### config.mk
export PLATFORM = sky130hd
export DESIGN_NAME = ysyx_23060025_axi_arbiter
export DESIGN_NICKNAME = d
export VERILOG_FILES = /design/src/rtl/ysyx_23060025_axi_arbiter.sv
export SDC_FILE = /design/constraint.sdc
export NUM_CORES = 1
export LEC_CHECK = 0
export BUFFER_PORTS_ARGS = -buffer_cell sky130_fd_sc_hd__buf_2
export CORE_UTILIZATION = 34
export DETAILED_ROUTE_END_ITERATION = 10
export PLACE_DENSITY = 0.77
export SYNTH_ARGS = -nofsm -noshare
export SYNTH_HDL_FRONTEND = slang
export SYNTH_SLANG_ARGS = --single-unit
### constraint.sdc
create_clock -name clock -period 1.45 [get_ports clock]
set_input_delay 0.145 -clock clock [delete_from_list [all_inputs] [get_ports clock]]
set_output_delay 0.145 -clock clock [all_outputs]
set_load 0.005 [all_outputs]
### src/rtl/ysyx_23060025_axi_arbiter.sv
// Read-channel arbiter: merges IFU fetches and LSU loads onto one AXI read port, one transaction at a time.
// Define ARB_ROUND_ROBIN_EN to alternate simultaneous grants; default build gives the LSU fixed priority.
module ysyx_23060025_axi_arbiter #(
    parameter int                  ADDR_LEN   = 32,
    parameter int                  DATA_LEN   = 32,
    parameter logic [ADDR_LEN-1:0] CLINT_BASE = 32'h0200_0000
) (
    input  logic                clock,
    input  logic                rstn,

    input  logic [ADDR_LEN-1:0] ifu_ar_addr_i,
    input  logic                ifu_ar_valid_i,
    output logic                ifu_ar_ready_o,
    output logic [DATA_LEN-1:0] ifu_r_data_o,
    output logic                ifu_r_valid_o,
    input  logic                ifu_r_ready_i,

    input  logic [ADDR_LEN-1:0] lsu_ar_addr_i,
    input  logic [2:0]          lsu_ar_size_i,
    input  logic                lsu_ar_valid_i,
    output logic                lsu_ar_ready_o,
    output logic [DATA_LEN-1:0] lsu_r_data_o,
    output logic                lsu_r_valid_o,
    input  logic                lsu_r_ready_i,

    output logic [ADDR_LEN-1:0] ar_addr_o,
    output logic [2:0]          ar_size_o,
    output logic [7:0]          ar_len_o,
    output logic                ar_valid_o,
    input  logic                ar_ready_i,

    input  logic [DATA_LEN-1:0] r_data_i,
    input  logic                r_valid_i,
    input  logic                r_last_i,
    output logic                r_ready_o,

    output logic                axi_device_o
);

    typedef enum logic [1:0] {
        IDLE = 2'd0,
        ADDR = 2'd1,
        DATA = 2'd2
    } state_e;

    typedef enum logic {
        OWN_IFU = 1'b0,
        OWN_LSU = 1'b1
    } owner_e;

    state_e              state;
    owner_e              owner;
    logic                prefer_ifu;
    logic                ifu_grant;
    logic                lsu_grant;
    logic [ADDR_LEN-1:0] grant_addr;
    logic                in_data;

`ifdef ARB_ROUND_ROBIN_EN
    owner_e last_granted;
    assign prefer_ifu = (last_granted == OWN_LSU);
`else
    assign prefer_ifu = 1'b0;
`endif

    // Grants are decided combinationally in IDLE so the winner's ready lines up with its valid.
    assign ifu_grant  = rstn && (state == IDLE) && ifu_ar_valid_i && (!lsu_ar_valid_i || prefer_ifu);
    assign lsu_grant  = rstn && (state == IDLE) && lsu_ar_valid_i && !(ifu_ar_valid_i && prefer_ifu);
    assign grant_addr = lsu_grant ? lsu_ar_addr_i : ifu_ar_addr_i;

    assign ifu_ar_ready_o = ifu_grant;
    assign lsu_ar_ready_o = lsu_grant;
    assign ar_len_o       = 8'd0;

    assign in_data       = (state == DATA);
    assign r_ready_o     = in_data && ((owner == OWN_LSU) ? lsu_r_ready_i : ifu_r_ready_i);
    assign ifu_r_valid_o = in_data && (owner == OWN_IFU) && r_valid_i;
    assign lsu_r_valid_o = in_data && (owner == OWN_LSU) && r_valid_i;
    assign ifu_r_data_o  = (in_data && (owner == OWN_IFU)) ? r_data_i : '0;
    assign lsu_r_data_o  = (in_data && (owner == OWN_LSU)) ? r_data_i : '0;

    // Transaction FSM; request attributes and target select are latched once at grant.
    always_ff @(posedge clock or negedge rstn) begin
        if (!rstn) begin
            state        <= IDLE;
            owner        <= OWN_IFU;
            ar_addr_o    <= '0;
            ar_size_o    <= 3'b000;
            ar_valid_o   <= 1'b0;
            axi_device_o <= 1'b0;
`ifdef ARB_ROUND_ROBIN_EN
            last_granted <= OWN_LSU;
`endif
        end else begin
            case (state)
                IDLE: begin
                    if (ifu_grant || lsu_grant) begin
                        state        <= ADDR;
                        owner        <= lsu_grant ? OWN_LSU : OWN_IFU;
                        ar_addr_o    <= grant_addr;
                        ar_size_o    <= lsu_grant ? lsu_ar_size_i : 3'b010;
                        ar_valid_o   <= 1'b1;
                        axi_device_o <= (grant_addr[ADDR_LEN-1:16] == CLINT_BASE[ADDR_LEN-1:16]);
`ifdef ARB_ROUND_ROBIN_EN
                        last_granted <= lsu_grant ? OWN_LSU : OWN_IFU;
`endif
                    end
                end
                ADDR: begin
                    if (ar_ready_i) begin
                        state      <= DATA;
                        ar_valid_o <= 1'b0;
                    end
                end
                DATA: begin
                    if (r_valid_i && r_ready_o && r_last_i) begin
                        state <= IDLE;
                    end
                end
                default: begin
                    state      <= IDLE;
                    ar_valid_o <= 1'b0;
                end
            endcase
        end
    end

endmodule
**Word level (Yosys, flattened, before mapping)**

Cells that the tools add are included.

- Multiplexer cells: 13
- Bitwise operators: 2
- Equality and inequality tests: 6
- Reduce and logical (&&, ||, !) cells: 17

Operators with widths:

| cell | count |
|---|---|
| 32-bit 2-to-1 mux | 3 |
| 16-bit by 10-bit == test with 1-bit output (second input constant) | 1 |
| 1-bit logical AND | 11 |
| 2-bit 2-to-1 mux | 3 |
| 2-bit one-hot mux with 3 select lines | 1 |
| 3-bit AND reduction | 2 |
| 1-bit 2-to-1 mux | 4 |
| 2-bit by 1-bit != test with 1-bit output (second input constant) | 2 |
| 3-bit 2-to-1 mux | 1 |
| 1-bit one-hot mux with 3 select lines | 1 |
| 2-bit by 1-bit == test with 1-bit output (second input constant) | 1 |
| 2-bit == test (second input constant) | 1 |
| 2-bit zero test | 1 |
| 2-bit != test (second input constant) | 1 |
| 1-bit inverter | 2 |
| 2-bit AND reduction | 1 |
| 1-bit zero test | 1 |
| 1-bit logical OR | 1 |

- Flip-flop bits (word level): 40
- Output and inout port bits: 114
- Bits of input ports: 108
- Logic and storage cells: 44

**Longest topological paths before layout**

Gate-level depths: netlist of run 1.

- Word-level depth: 7
- Mapped depth: 6
- Gate-level depth less buffers: 5

**Worst setup path after synthesis of run 1**

Ideal clock, no wire load.

- Kind: flip-flop to flip-flop
- Start point: register state[1]
- End point: register ar_addr_o[16]
- Clock period less this slack: 1400 ps
- Path buffers: 1
- Data arrival time: 1319 ps
- Setup slack: 50 ps
- Setup time: 82 ps
- Data required time: 1368 ps
- Cell stages (with the launch flop): 7
- Path through: dfrtp_1 nor3b_2 nand2_2 inv_2 buf_4 nand2_1 a31oi_1

- Elaborated cells on any way between the ends: 8
- Those cells by class: 1 x mux; 7 x reduce/logical

RTL lines:

| element | RTL line | source |
|---|---|---|
| start: declaration | 51 | `state_e state;` |
| start signal: assignment | 85 | `state <= IDLE;` |
| start signal: assignment | 98 | `state <= ADDR;` |
| start signal: assignment | 111 | `state <= DATA;` |
| 2-bit zero test (*) | 68 | `assign lsu_grant = rstn && (state == IDLE) && lsu_ar_valid_i && !(ifu_ar_valid_i && prefer_ifu);` |
| 1-bit logical AND (*) (2 in series) | 68 |  |
| via lsu_ar_ready_o | 21 | `output logic lsu_ar_ready_o,` |
| 1-bit logical OR | 97 | `if (ifu_grant \|\| lsu_grant) begin` |
| 2-bit AND reduction (no source line) | - |  |
| end signal: assignment | 100 | `ar_addr_o <= grant_addr;` |
| end: declaration | 26 | `output logic [ADDR_LEN-1:0] ar_addr_o,` |

The timed path passes the listed nets; every way through them passes the cells marked *.
A chain may end at the register's enable or synchronous reset.

**Worst setup path after layout of run 1**

- Start point: register state[1]
- End point: output port lsu_r_data_o[14]

- Longest elaborated chain between the ends: 3

Ends and longest elaborated chain:

| element | RTL line | source |
|---|---|---|
| 2-bit == test | 75 | `assign in_data = (state == DATA);` |
| 1-bit logical AND | 80 | `assign lsu_r_data_o = (in_data && (owner == OWN_LSU)) ? r_data_i : '0;` |
| 32-bit 2-to-1 mux | 80 |  |
| end: declaration | 22 | `output logic [DATA_LEN-1:0] lsu_r_data_o,` |

No other way between the ends.

==> summary.txt, run 1 <==
Synthesis
  • Sequential element share of the synthesized area: 42.0%
  • Dominant cells by area after synthesis: dfrtp_1 (42%), and2_1 (17%), nand2_1 (11%)
  • Syn. warnings: 0
  • Average footprint of a synthesized cell: 7.91 µm²
  • Post-synth design cell area: 0.00238 mm²
  • Most instantiated flip-flop cell in the synthesis netlist: dfrtp_1
  • Flop and latch count out of synthesis: 40
  • Post-synth EDFFs: 0
  • Asr flop ratio synth: 100%
  • Cell count after synthesis: 301
  • Yosys top cell by area: dfrtp_1
  • Count of different cell masters after synthesis: 26
  • Cell with the most instances after synthesis: nand2_1
  • Proportion of netlist area held by the largest area contributor: 42.0%
  • Cell types with the highest counts after synthesis: nand2_1 (70), and2_1 (66), dfrtp_1 (40)

STA
  • Worst hold slack after final layout: 0.0726 ns
  • Worst-margin pin slew: 0.528 ns
  • Post-route setup TNS: -14.28 ns
  • Maximum frequency from static timing analysis: 610 MHz
  • Final Worst Setup Slack: -0.188 ns
  • Unrepaired setup endpoints after global routing: true
  • Final number of hold-violating endpoints: 0
  • Worst relative slew slack: 64.8%
  • Ratio of final minimum period to clock period: 113%
  • Count of pins over their slew limit: 0
  • Min Clock Period, post-route: 1.64 ns
  • Final-report setup violation count: 103
  • Fin Clk Skew: 0.00571 ns

Worst setup path
  • Bufs and invs on worst path: 3
  • Worst path required time: 1.31 ns
  • Delay contributed by the slowest stage of the critical path: 0.40 ns
  • Cell type of the slowest stage on the worst timing path: dfrtp_1
  • Crit Reg-Reg Startpoint: state[1]
  • Worst path arrival time: 1.49 ns
  • Critical path startpoint: state[1]
  • Family with the most delay on the worst path: buffers and inverters
  • Critical path, cell by cell: buf_6, and3b_2, buf_12, and2_1, buf_2
  • Startpoint class of the critical path: flip-flop
  • Critical path endpoint category: output port
  • Maximum net fanout on the critical path: 33
  • Critical path type: reg -> out

Die
  • Placeable core area: 0.00679 mm²
  • Initial Utilization: 35.0%
  • Total die area: 0.00734 mm²
  • Die Width: 85.7 µm
  • IO Count: 222
  • Die span in y: 85.7 µm
  • FP Rows: 30

Finish
  • Number of fillers in the final layout: 597
  • Core utilization of the finished layout: 59.2%
  • Total area of multi-input combinational cells: 0.00132 mm²
  • Proportion of layout cells with a drive suffix above 1: 49.6%
  • Final cell count without fillers: 623
  • Synthesis-to-layout area growth: 68.8%
  • Post-Layout Inst Area: 0.00402 mm²
  • Sequential cell area in the final layout: 0.00100 mm²
  • Net count reported at finish: 633

Clock tree
  • Clock-pin slew of the registers on the worst-case setup and hold paths: 0.09 ns
  • CTS tree: built
  • Maximum level of the CTS H-tree: 2
  • Num CTS Buffers: 5
  • Worst-case clock buffer depth: 2
  • Clk Tree Root Cell: clkbuf_8
  • Insertion delay to the later sink of the worst-skew pair: 0.29 ns
  • Clock Sink Count: 40

Global routing
  • Number of antenna violations at the first check in global routing: 1
  • Pin count of the biggest net entering global routing: 41
  • Congestion Overflow GR: 0
  • Global-route wire length before repair: 13300 µm
  • Vias in the first global route: 2637
  • Global Route Usage Sum: 23.1%

Routing
  • Routed WL: 9440 µm
  • Detailed-route wire length per cell: 15.2 µm
  • Number of optimization iterations in the first detailed-route pass: 6
  • DRC errors left: 0
  • Number of design-rule violations left by the first detailed-router iteration: 122
  • Drt via density: 4.83
  • Vias post-DR: 3008
  • Post-route ant nets: 0

Power
  • Largest voltage drop on the vdd net: 0.615 mV
  • Total power after layout: 6.04 mW
  • Power density of the placed cells: 1500 mW/mm²
  • Pleak: 2.20 nW

Job
  • # Max-Cap Violations: 0

Placed design
  • Placement-stage worst setup slack: -0.154 ns
  • Port buffer count: 213
  • Placement-stage cell area: 0.00360 mm²
  • Number of cells in the design after placement: 601
  • Weighted congestion reported at the end of routability-driven placement: 0.834
  • Sum of net half-perimeters after detailed placement: 6700 µm

Min path
  • Worst Hold Class: in -> reg
  • Launch instance of the worst min-delay path: lsu_ar_size_i[0]

Outcome
  • Outcome: complete, but fails checks
  • Failing checks: setup timing
[cell usage in the layout, fill, tap and decap left out, drive strengths merged, types with 3 or more instances in the layout]
| cell type | Yosys | routed |
|---|---|---|
| nor2 | 35 | 35 |
| buf | 18 | 233 |
| a31oi | 34 | 34 |
| nor3 | 4 | 4 |
| dfrtp | 40 | 40 |
| nand2 | 71 | 71 |
| clkbuf | 10 | 9 |
| and2 | 66 | 66 |
| a22o | 3 | 3 |
| conb | 1 | 8 |
[repair_timing]
action                     4_1_cts  5_1_grt
cloned                           1        4
buffers inserted                 6        1
hold endpoints to repair        40        0
setup endpoints to repair      100      107
pin swaps                        3        8
resized for setup                7       14
hold buffers                     1        0
[final timing paths]
| kind | depth (start not counted) | to | slack (ns) |
|---|---|---|---|
| max | 5 | lsu_r_data_o[14] | -0.19 |
| min | 2 | ar_size_o[0] | 0.07 |
| max reg2reg | 7 | ar_addr_o[2] | -0.14 |
| min reg2reg | 2 | ar_valid_o | 0.48 |
| max in group asynchronous | 3 | state[0] | 0.55 |
| min in group asynchronous | 3 | ar_size_o[1] | 0.51 |
[layer usage]
metal	GRT usage, %	wire length (µm)	up-vias
li1	-	-	1429
met1	29.2	3880	1394
met2	41.4	4800	173
met3	3.37	647	12
met4	5.76	110	0
met5	0	0	-
[worst reg2reg max path: cells and delay by family, from the launching register on]
family | cells | cell delay [ns]
AOI/OAI and AO/OA | 2 | 0.38
DFF | 1 | 0.40
buffers and inverters | 3 | 0.47
and+or+nand+nor | 2 | 0.27
[cell families after synthesis]
family	share of synthesized area (%)
flops	42.0
buf+inv	6.78
simple gates	38.6
compound gates	12.4
other cells	0.157
[power by group]
| group | leakage (nW) | switching [mW] | internal, mW |
|---|---|---|---|
| clock network | 0.0548 | 0.442 | 0.519 |
| logic | 1.70 | 1.46 | 1.68 |
| registers | 0.449 | 0.292 | 1.65 |
[registers in the layout, summed over array words and instances (netlist names)]
| register | cells |
|---|---|
| ar_addr_o | 32 |
| ar_size_o | 3 |
| ar_valid_o | 1 |
| axi_device_o | 1 |
| owner | 1 |
| state | 2 |
[cell type report]
cell class              count  share of cell area [%]
diodes                      1                  0.0622
clock buffers               5                    1.71
clock inverters             3                    1.15
inverters                   1                   0.156
multi-input cells         239                    32.8
flip-flops and latches     40                    24.9
well taps                  96                    2.99
repair buffers            238                    36.2
(Power assumes the default switching activity.)
==> run 2, diff against run 1 <==
--- a/config.mk
+++ b/config.mk
@@ -5,10 +5,12 @@
 export SDC_FILE = /design/constraint.sdc
 export NUM_CORES = 1
 export LEC_CHECK = 0
+export ABC_AREA = 0
 export BUFFER_PORTS_ARGS = -buffer_cell sky130_fd_sc_hd__buf_2
-export CORE_UTILIZATION = 34
+export CORE_AREA = 2 2 85 87
 export DETAILED_ROUTE_END_ITERATION = 10
-export PLACE_DENSITY = 0.77
+export DIE_AREA = 0 0 87 89
+export PLACE_DENSITY = 0.76
 export SYNTH_ARGS = -nofsm -noshare
 export SYNTH_HDL_FRONTEND = slang
 export SYNTH_SLANG_ARGS = --single-unit
==> constraint.sdc (replaced) <==
create_clock -name clock -period 2.1 [get_ports clock]
set_input_delay 0.21 -clock clock [delete_from_list [all_inputs] [get_ports clock]]
set_output_delay 0.21 -clock clock [all_outputs]
set_load 0.005 [all_outputs]
==> run 2 against run 1 <==
- the flow now finishes without violations
- count of clock-buffer cells in the layout up 1
- flip-flop and latch count stayed put
- core utilization fell by 6.2 points
- largest power group unchanged
==> summary.txt, run 2 (same netlist as run 1, synthesis figures left out) <==
Clock tree
  • Number of gates resized after CTS: 0 (-7)
  • Maximum level of the CTS H-tree: 2 (unchanged)
  • Clock Sink Count: 40 (unchanged)
  • Insertion delay to the later sink of the worst-skew pair: 0.28 ns (about the same)
  • Total setup buffers inserted after CTS: 0 (-6)
  • Worst-case clock buffer depth: 2 (unchanged)
  • Count of hold-fix buffers inserted at cts: 0 (-1)
  • Clk Tree Root Cell: clkbuf_8
  • Num CTS Buffers: 5 (unchanged)
  • CTS tree: built
  • Clock-pin slew of the registers on the worst-case setup and hold paths: 0.07 ns (-0.02 ns)

Global routing
  • Global Route Usage Sum: 21.4% (-1.8 points)
  • Congestion Overflow GR: 0 (unchanged)
  • Pin count of the biggest net entering global routing: 65 (+59%)
  • Number of antenna violations at the first check in global routing: 1 (unchanged)
  • Global-route wire length before repair: 12900 µm (-2.6%)
  • Vias in the first global route: 2704 (+2.5%)

STA
  • Unrepaired setup endpoints after global routing: false
  • Worst-margin pin slew: 0.987 ns (+0.460 ns)
  • Post-route setup TNS: 0 ns (+14.28 ns)
  • Maximum frequency from static timing analysis: 511 MHz
  • Final number of hold-violating endpoints: 0 (unchanged)
  • Fin Clk Skew: 0.00272 ns (-0.00299 ns)
  • Ratio of final minimum period to clock period: 93.1%
  • Worst relative slew slack: 33.5% (-31 points)
  • Final Worst Setup Slack: 0.145 ns (+0.333 ns)
  • Count of pins over their slew limit: 0 (unchanged)
  • Min Clock Period, post-route: 1.96 ns
  • Final-report setup violation count: 0 (-100%)

Finish
  • Largest registers: ar_addr_o x32, ar_size_o x3, state x2
  • Most frequent cells in the layout: buf_2 (213), nand2_1 (70), and2_1 (66), dfrtp_1 (40), nor2_1 (35)
  • Largest register FFs: 32 (unchanged)
  • Synthesis-to-layout area growth: 49.6%
  • Number of fillers in the final layout: 656 (+9.9%)
  • Final cell count without fillers: 588 (-5.6%)
  • Proportion of layout cells with a drive suffix above 1: 45.6% (-4.1 points)
  • Most common library cell in the layout ignoring fill and taps: buf_2
  • Net count reported at finish: 615 (-2.8%)
  • Largest reg by FF count: ar_addr_o

Power
  • Switching pwr: 1.34 mW (-39%)
  • Internal power component: 2.21 mW (-43%)
  • Pleak: 2.02 nW (-8.4%)
  • Reg power frac: 37.9% (+5.8 points)
  • Total power after layout: 3.55 mW (-41%)
  • Switching power as a share of total power: 37.7% (+1.4 points)
  • Clock Power Share: 13.7% (-2.2 points)
  • Fraction of power consumed by combinational cells: 48.4% (-3.6 points)
  • Largest voltage drop on the vdd net: 0.338 mV (-45%)
  • Power density of the placed cells: 996 mW/mm² (-34%)

Worst setup path
  • Crit Reg-Reg Startpoint: state[0]
  • Critical path type: reg -> out
  • Startpoint class of the critical path: flip-flop
  • Critical path endpoint category: output port
  • Critical path startpoint: state[0]
  • Worst path required time: 1.89 ns (+0.58 ns)
  • Maximum net fanout on the critical path: 20 (-39%)
  • Worst path arrival time: 1.75 ns (+0.26 ns)

Die
  • Die Width: 87 µm (+1.5%)
  • Total die area: 0.00774 mm² (+5.5%)
  • Placeable core area: 0.00672 mm² (-1.1%)
  • Initial Utilization: 35.4% (+0.39 points)
  • Die span in y: 89 µm (+3.9%)
  • FP Rows: 30 (unchanged)
  • IO Count: 222 (unchanged)

Routing
  • Number of optimization iterations in the first detailed-route pass: 4 (-2)
  • Detailed-route wire length per cell: 14.6 µm (-3.4%)
  • Vias post-DR: 2857 (-5.0%)
  • Routed WL: 8600 µm (-8.9%)
  • Drt via density: 4.86 (+0.63%)
  • Number of design-rule violations left by the first detailed-router iteration: 107 (-12%)
  • DRC errors left: 0 (unchanged)
  • Post-route ant nets: 0 (unchanged)

Placed design
  • Placement-stage worst setup slack: 0.332 ns (+0.486 ns)
  • Number of cells in the design after placement: 580 (-3.5%)
  • Sum of net half-perimeters after detailed placement: 6940 µm (+3.6%)
  • Port buffer count: 213 (unchanged)
  • Weighted congestion reported at the end of routability-driven placement: 0.847 (+1.6%)

Job
  • # Max-Cap Violations: 0 (unchanged)

Outcome
  • Outcome: finished clean

Min path
  • Worst Hold Class: in -> async
run 2: cell count changes in the layout (fill, tap and decap cells not counted), sizes merged:
cell	previous run	this run
buf	233	220
clkbuf	9	6
bufinv	1	0
clkinv	0	1
clkinvlp	1	0
dlygate4sd3	1	0
inv	2	1
run 2: per-layer routing:
metal  wire, µm  share of wire (%)  track usage (%)  vias to the layer above
met2       4300                 50             38.4                      166
li1           -                  -                -                     1388
met5          0                  0                0                        -
met3        769                8.9             4.52                        7
met1       3460                 40             26.0                     1296
met4         71               0.83             5.54                        0
run 2: per-stage QoR:
stage / util (%) / area [µm²] / hold slack (ns)
5_1_grt: 53.0 / 3560 / 0.0711
3_5_place_dp: 51.8 / 3480 / 0.366
6_report: 53.0 / 3560 / 0.0230
3_3_place_gp: 51.8 / 3480 / 0.355
2_1_floorplan: - / 2410 / -0.0856
4_1_cts: 53.0 / 3560 / 0.0516
run 2: path summary, 6_finish.rpt:
| check | endpoint | slack [ns] | cells after the start |
|---|---|---|---|
| hold reg to reg | ar_valid_o | 0.48 | 2 |
| max in group asynchronous | ar_size_o[0] | 1.72 | 2 |
| setup / recovery | lsu_ar_ready_o | 0.14 | 5 |
| setup reg to reg | ar_addr_o[1] | 0.33 | 6 |
| min in group clock | ar_size_o[0] | 0.15 | 2 |
| hold / removal | state[0] | 0.02 | 2 |
run 2: area by class of cell:
cell class	count	area [µm²]	area share, %
inverters	1	3.75	0.105
well taps	80	100	2.81
multi-input cells	239	1250	35.0
clock buffers	6	72.6	2.04
diodes	1	2.50	0.0702
repair buffers	220	1130	31.8
flip-flops and latches	40	1000	28.1
clock inverters	1	5.00	0.140
run 2: power by group through the flow:
stage	registers [mW]	clock network, mW	logic [mW]
5_1_grt	1.40	0.523	1.94
4_1_cts	1.35	0.502	1.74
3_5_place_dp	1.36	0	1.74
6_report	1.35	0.485	1.72
2_1_floorplan	1.38	0	0.871
3_3_place_gp	1.35	0	1.68
run 2: critical path: stages (launching register included):
cell     delay (ns)
dfrtp_1        0.46
nor3b_2        0.30
nand2_2        0.10
inv_2          0.28
buf_4          0.20
buf_2          0.11
